File: src/rtl/pll_lock_monitor.sv
`default_nettype none
// ============================================================================
// pll_lock_monitor : synchronises PLL lock/clkout0, tracks lock events and
//                    measures clkout0 frequency (macro PLL_MON_FREQ_CHECK_EN)
// Revision         : 1.0
// ============================================================================
module pll_lock_monitor #(
  parameter int WINDOW     = 1000,
  parameter int EXP_EDGES  = 50,
  parameter int TOL        = 2,
  parameter int SETTLE_CYC = 64
) (
  input  logic        clk_tb,
  input  logic        rst_n,
  input  logic        pll_lock,
  input  logic        clkout0,
  output logic        lock_sync,
  output logic        lock_rise,
  output logic        lock_fall,
  output logic [1:0]  lock_cnt,
  output logic [15:0] freq_cnt,
  output logic        freq_valid,
  output logic        freq_err,
  output logic        err_chk,
  output logic [2:0]  results_cnt
);

  logic [2:0] ls;
  logic       freq_bad;

  always_ff @(posedge clk_tb or negedge rst_n) begin
    if (!rst_n) ls <= '0;
    else        ls <= {ls[1:0], pll_lock};
  end

  assign lock_sync = ls[1];
  assign lock_rise = ls[1] & ~ls[2];
  assign lock_fall = ~ls[1] & ls[2];

  always_ff @(posedge clk_tb or negedge rst_n) begin
    if (!rst_n) begin
      lock_cnt    <= '0;
      err_chk     <= 1'b0;
      results_cnt <= '0;
    end else begin
      if (lock_rise && lock_cnt != 2'd3) lock_cnt <= lock_cnt + 2'd1;
      // Lock lost after first lock, any relock, or a bad window all flag an error.
      err_chk <= ((lock_cnt == 2'd1) && !lock_sync) || (lock_cnt >= 2'd2) || freq_bad;
      if (results_cnt == 3'b111) results_cnt <= 3'b100;
      else if (err_chk)          results_cnt <= results_cnt + 3'd1;
    end
  end

`ifdef PLL_MON_FREQ_CHECK_EN
  localparam int WW = (WINDOW > 1) ? $clog2(WINDOW) : 1;
  localparam int SW = (SETTLE_CYC > 1) ? $clog2(SETTLE_CYC) : 1;
  localparam logic [WW-1:0]     WIN_LAST    = WW'(WINDOW - 1);
  localparam logic [SW-1:0]     SETTLE_LAST = SW'(SETTLE_CYC - 1);
  localparam logic signed [16:0] EXP_S      = 17'(EXP_EDGES);
  localparam logic signed [16:0] TOL_S      = 17'(TOL);

  typedef enum logic [1:0] {
    IDLE    = 2'd0,
    SETTLE  = 2'd1,
    MEASURE = 2'd2
  } state_t;

  state_t             state;
  logic [2:0]         cs;
  logic [SW-1:0]      settle_cnt;
  logic [WW-1:0]      win_cnt;
  logic [15:0]        edge_cnt;
  logic [15:0]        edge_next;
  logic               clk_edge;
  logic signed [16:0] dev;
  logic signed [16:0] dev_abs;
  logic               out_of_tol;

  always_ff @(posedge clk_tb or negedge rst_n) begin
    if (!rst_n) cs <= '0;
    else        cs <= {cs[1:0], clkout0};
  end

  assign clk_edge = cs[1] & ~cs[2];

  // edge_next already includes an edge seen in the closing cycle of a window.
  always_comb begin
    edge_next = edge_cnt;
    if (clk_edge && edge_cnt != 16'hFFFF) edge_next = edge_cnt + 16'd1;
    dev        = $signed({1'b0, edge_next}) - EXP_S;
    dev_abs    = dev[16] ? -dev : dev;
    out_of_tol = dev_abs > TOL_S;
  end

  always_ff @(posedge clk_tb or negedge rst_n) begin
    if (!rst_n) begin
      state      <= IDLE;
      settle_cnt <= '0;
      win_cnt    <= '0;
      edge_cnt   <= '0;
      freq_cnt   <= '0;
      freq_valid <= 1'b0;
      freq_err   <= 1'b0;
    end else begin
      freq_valid <= 1'b0;
      case (state)
        IDLE: begin
          if (lock_rise) begin
            state      <= SETTLE;
            settle_cnt <= '0;
          end
        end
        SETTLE: begin
          if (lock_fall) begin
            state <= IDLE;
          end else if (settle_cnt == SETTLE_LAST) begin
            state    <= MEASURE;
            win_cnt  <= '0;
            edge_cnt <= '0;
          end else begin
            settle_cnt <= settle_cnt + SW'(1);
          end
        end
        MEASURE: begin
          // An abort takes priority over a window closing in the same cycle.
          if (lock_fall) begin
            state <= IDLE;
          end else if (win_cnt == WIN_LAST) begin
            freq_cnt   <= edge_next;
            freq_valid <= 1'b1;
            freq_err   <= out_of_tol;
            win_cnt    <= '0;
            edge_cnt   <= '0;
          end else begin
            win_cnt  <= win_cnt + WW'(1);
            edge_cnt <= edge_next;
          end
        end
        default: state <= IDLE;
      endcase
    end
  end

  assign freq_bad = freq_valid & freq_err;
`else
  localparam int unused_params = WINDOW + EXP_EDGES + TOL + SETTLE_CYC;
  logic unused_clkout0;

  assign unused_clkout0 = clkout0;
  assign freq_cnt       = '0;
  assign freq_valid     = 1'b0;
  assign freq_err       = 1'b0;
  assign freq_bad       = 1'b0;
`endif

endmodule
`default_nettype wire

File: config.mk
export PLATFORM = sky130hd
export DESIGN_NAME = pll_lock_monitor
export DESIGN_NICKNAME = d
export VERILOG_FILES = /design/src/rtl/pll_lock_monitor.sv
export SDC_FILE = /design/constraint.sdc
export NUM_CORES = 1
export LEC_CHECK = 0
export CORE_ASPECT_RATIO = 1.2
export CORE_MARGIN = 8
export CORE_UTILIZATION = 32
export DETAILED_ROUTE_END_ITERATION = 16
export GPL_TIMING_DRIVEN = 0
export PLACE_DENSITY_LB_ADDON = 0.25
export SYNTH_ARGS = -nofsm -noshare
export SYNTH_HDL_FRONTEND = slang
export SYNTH_SLANG_ARGS = --single-unit
File: constraint.sdc
create_clock -name clk_tb -period 1.1 [get_ports clk_tb]
set_input_delay 0.22 -clock clk_tb [delete_from_list [all_inputs] [get_ports clk_tb]]
set_output_delay 0.22 -clock clk_tb [all_outputs]
set_load 0.005 [all_outputs]
==> impl_metrics.py, run 1 <==
metrics = {
    "outcome": {
        "outcome": "finished, violations left",
        "violations": "setup timing",
    },
    "detailed_routing": {
        "vias": 403,
        "dr_wl_met2_um": 595,
        "ant_nets": 0,
        "vias_per_cell": 3.535,
        "remaining_drc_errors": 0,
        "top_layer_used": "met3",
        "dr.pass1.iters": 3,
        "drt_iter0_markers": 1,
        "drt_wl_total_um": 1170,
        "met3WireLength_um": 156,
        "wl_met1_um": 418,
        "wl_per_cell_um": 10.26,
    },
    "global_routing": {
        "track_usage_pct": 7.341,
        "grt_antenna_before_repair": 0,
        "grt_overflow": 0,
        "grt_pass1_vias": 419,
        "grt_pass1_wl_um": 1745,
        "grt_max_degree": 10,
    },
    "sta": {
        "final.period_utilization_pct": 114.9,
        "hold_viol": 0,
        "holdWs_ns": 0.2515,
        "skew_ns": 0.006631,
        "period_minus_slack_ns": 1.264,
        "setup_ws_ns": -0.1643,
        "setup_viol": 8,
        "max_clock_freq_ghz": 0.7910,
        "final_max_slew_viol_count": 0,
        "rsz0062_at_grt": "yes",
    },
    "die": {
        "start_util_pct": 33.07,
        "core-area_mm2": 0.001582,
        "die_h_um": 60.29,
        "num_rows": 16,
        "die_area_mm2": 0.003189,
        "die_width_um": 52.91,
        "io_pins": 31,
    },
    "synthesis": {
        "ys_seq_elements": 9,
        "yosysWarnings": 0,
        "syn_inst": 47,
        "synth_area_per_cell_um2": 11.13,
        "synth_top_area_share_pct": 43.06,
        "synth_edf_count": 0,
        "synth_most_common_cell": "buf_4",
        "yosysUniqueCellTypes": 15,
        "synthArstFlopShare_pct": 100.0,
        "synth.yosys.seq_area_share_pct": 43.06,
        "synth_top_cells_by_count": "buf_4, dfrtp_1, ha_1",
        "synth.largest_area_cell": "dfrtp_1",
        "yosys-top-cells-area": "dfrtp_1, buf_4, ha_1, nor3b_4, xnor2_1",
        "synthesis.area_um2": 523.0,
        "synth_top_flop_cell": "dfrtp_1",
    },
    "place": {
        "io_buffers": 11,
        "place_congestion": 0.6630,
        "hpwl_um": 778.2,
    },
    "worst_setup_path": {
        "path_class": "flop to primary output",
        "cp.arrival_ns": 1.04,
        "path_cells": "buf_4 -> and2b_1 -> buf_2",
        "start_kind": "flop",
        "ff2ff_setup_slack_ns": -0.11,
        "crit_path_end_kind": "primary output",
        "crit_fanout": 2,
        "worstRegToRegCells": 4,
        "rr_endpoint": "results_cnt[1]$_DFFE_PN0P_",
        "required_ns": 0.88,
        "cp_slowest_cell": "dfrtp_1",
        "worstReg2RegStart": "results_cnt[0]$_DFFE_PN0P_",
        "slowest_delay_ns": 0.39,
    },
    "layout": {
        "nNetsFinal": 105,
        "post_route_cells_drive_above_1_share_pct": 56.25,
        "syn2layout_area_growth_pct": 78.71,
        "diodes": 0,
    },
    "cts": {
        "cts_made_buffers": 3,
        "clkSinkCount": 9,
        "path_clk_slew_ns": 0.06,
        "cts_buffer_depth": 2,
        "cts_root_buffer": "clkbuf_4",
        "insertion_delay_ns": 0.25,
        "tritoncts": "yes",
        "cts_hold_buf": 0,
        "htreeDepth": 1,
    },
    "power_and_ir_drop": {
        "p_per_area_mw_per_mm2": 2117,
        "max-vdd-ir-drop_mv": 1.401,
        "power_leakage_nw": 0.4973,
        "power.total_mw": 1.979,
    },
    "min_path": {
        "min_path_type": "primary input to asynchronous set/reset pin",
    },
    "flow_run": {
        "timing.max_cap.violations": 0,
    },
}
[placed cells by master (no fill, tap or decap), drive strengths merged]
cell and count:
buf 41, conb 18, dfrtp 9, clkbuf 6, ha 4, inv 3
xnor2 2, clkdlybuf4s50 2, a21oi 2, nor2b 1, nor2 1, o21ai 1
and2b 1, nor3b 1, a21o 1, mux2i 1, mux2 1, clkdlybuf4s15 1
[cells by family (layout without fill, tap and decap cells)]
kind of cell	Yosys count	after routing	share of synthesized area [%]
compound gates	4	4	4.306
xor+xnor	2	2	3.350
fa+ha+maj	4	4	9.570
buf+inv	21	53	27.99
flops	9	9	43.06
mux	2	2	4.067
other cells	1	18	0.7170
simple gates	4	4	6.939
[registers in the layout, summed over array words and instances (netlist names)]
register     count
lock_cnt         2
err_chk          1
ls               3
results_cnt      3
[worst max path at each step]
stage / start / slack [ns] / end
after global placement: ls[1]$_DFF_PN0_ / -0.24 / lock_fall
after global routing: ls[2]$_DFF_PN0_ / -0.22 / lock_fall
final: ls[2]$_DFF_PN0_ / -0.16 / lock_fall
after detailed placement: ls[1]$_DFF_PN0_ / -0.24 / lock_fall
after floorplan: results_cnt[0]$_DFFE_PN0P_ / -0.04 / results_cnt[1]$_DFFE_PN0P_
after CTS: ls[1]$_DFF_PN0_ / -0.17 / lock_fall
[layout make-up]
class,instances,area (um2)
multi-input cells,34,267.8
well taps,18,22.52
inverters,3,13.76
plain buffers,18,135.1
clock buffers,4,26.28
fillers,155,646.9
repair buffers,28,244.0
flip-flops and latches,9,225.2
[worst max-delay path: cells and delay by family (launching register included)]
family | cells | cell delay [ns]
DFF | 1 | 0.39
and+or+nand+nor | 1 | 0.14
buffers and inverters | 2 | 0.27
[power by group]
group / switching (mW) / internal (mW)
sequential: 0.0847 / 0.438
clock: 0.109 / 0.139
combinational: 0.445 / 0.763
[routing by layer]
metal	up-vias	track usage, %
met1	176	7.296
li1	209	-
met2	18	12.75
met5	-	0
met3	0	2.239
met4	0	4.444
[repair_timing]
action | in CTS | in global routing
buffers inserted | 16 | 1
endpoints found under the hold margin | 0 | 0
cloned | 0 | 0
resized for setup | 37 | 15
pin swaps | 3 | 3
endpoints found under the setup margin | 12 | 11
[metrics by stage]
| stage | setup slack, ns | instance area, um2 | setup TNS (ns) | util (%) | cells |
|---|---|---|---|---|---|
| floorplan | -0.03645 | 593.1 | -0.03645 | - | 64 |
| global placement | -0.2352 | 725.7 | -0.7489 | 45.89 | 93 |
| detailed placement | -0.2368 | 725.7 | -0.7684 | 45.89 | 93 |
| CTS | -0.1700 | 892.1 | -0.7150 | 56.41 | 113 |
| global route | -0.2188 | 934.6 | -1.030 | 59.10 | 114 |
| finish | -0.1643 | 934.6 | -0.6707 | 59.10 | 114 |
No activity file was read; power rests on OpenSTA's default activity.
==> run 2, diff against run 1 <==
--- a/config.mk
+++ b/config.mk
@@ -10,6 +10,7 @@
 export CORE_UTILIZATION = 32
 export DETAILED_ROUTE_END_ITERATION = 16
 export GPL_TIMING_DRIVEN = 0
+export HOLD_SLACK_MARGIN = 0.12
 export PLACE_DENSITY_LB_ADDON = 0.25
 export SYNTH_ARGS = -nofsm -noshare
 export SYNTH_HDL_FRONTEND = slang
==> results of run 2 <==
The final DEF is identical to that of run 1; final timing and power are the same.
==> run 3, diff against run 2 <==
--- a/config.mk
+++ b/config.mk
@@ -5,6 +5,7 @@
 export SDC_FILE = /design/constraint.sdc
 export NUM_CORES = 1
 export LEC_CHECK = 0
+export CAP_MARGIN = 25
 export CORE_ASPECT_RATIO = 1.2
 export CORE_MARGIN = 8
 export CORE_UTILIZATION = 32
==> results of run 3 <==
The final DEF is identical to that of run 1; final timing and power are the same.
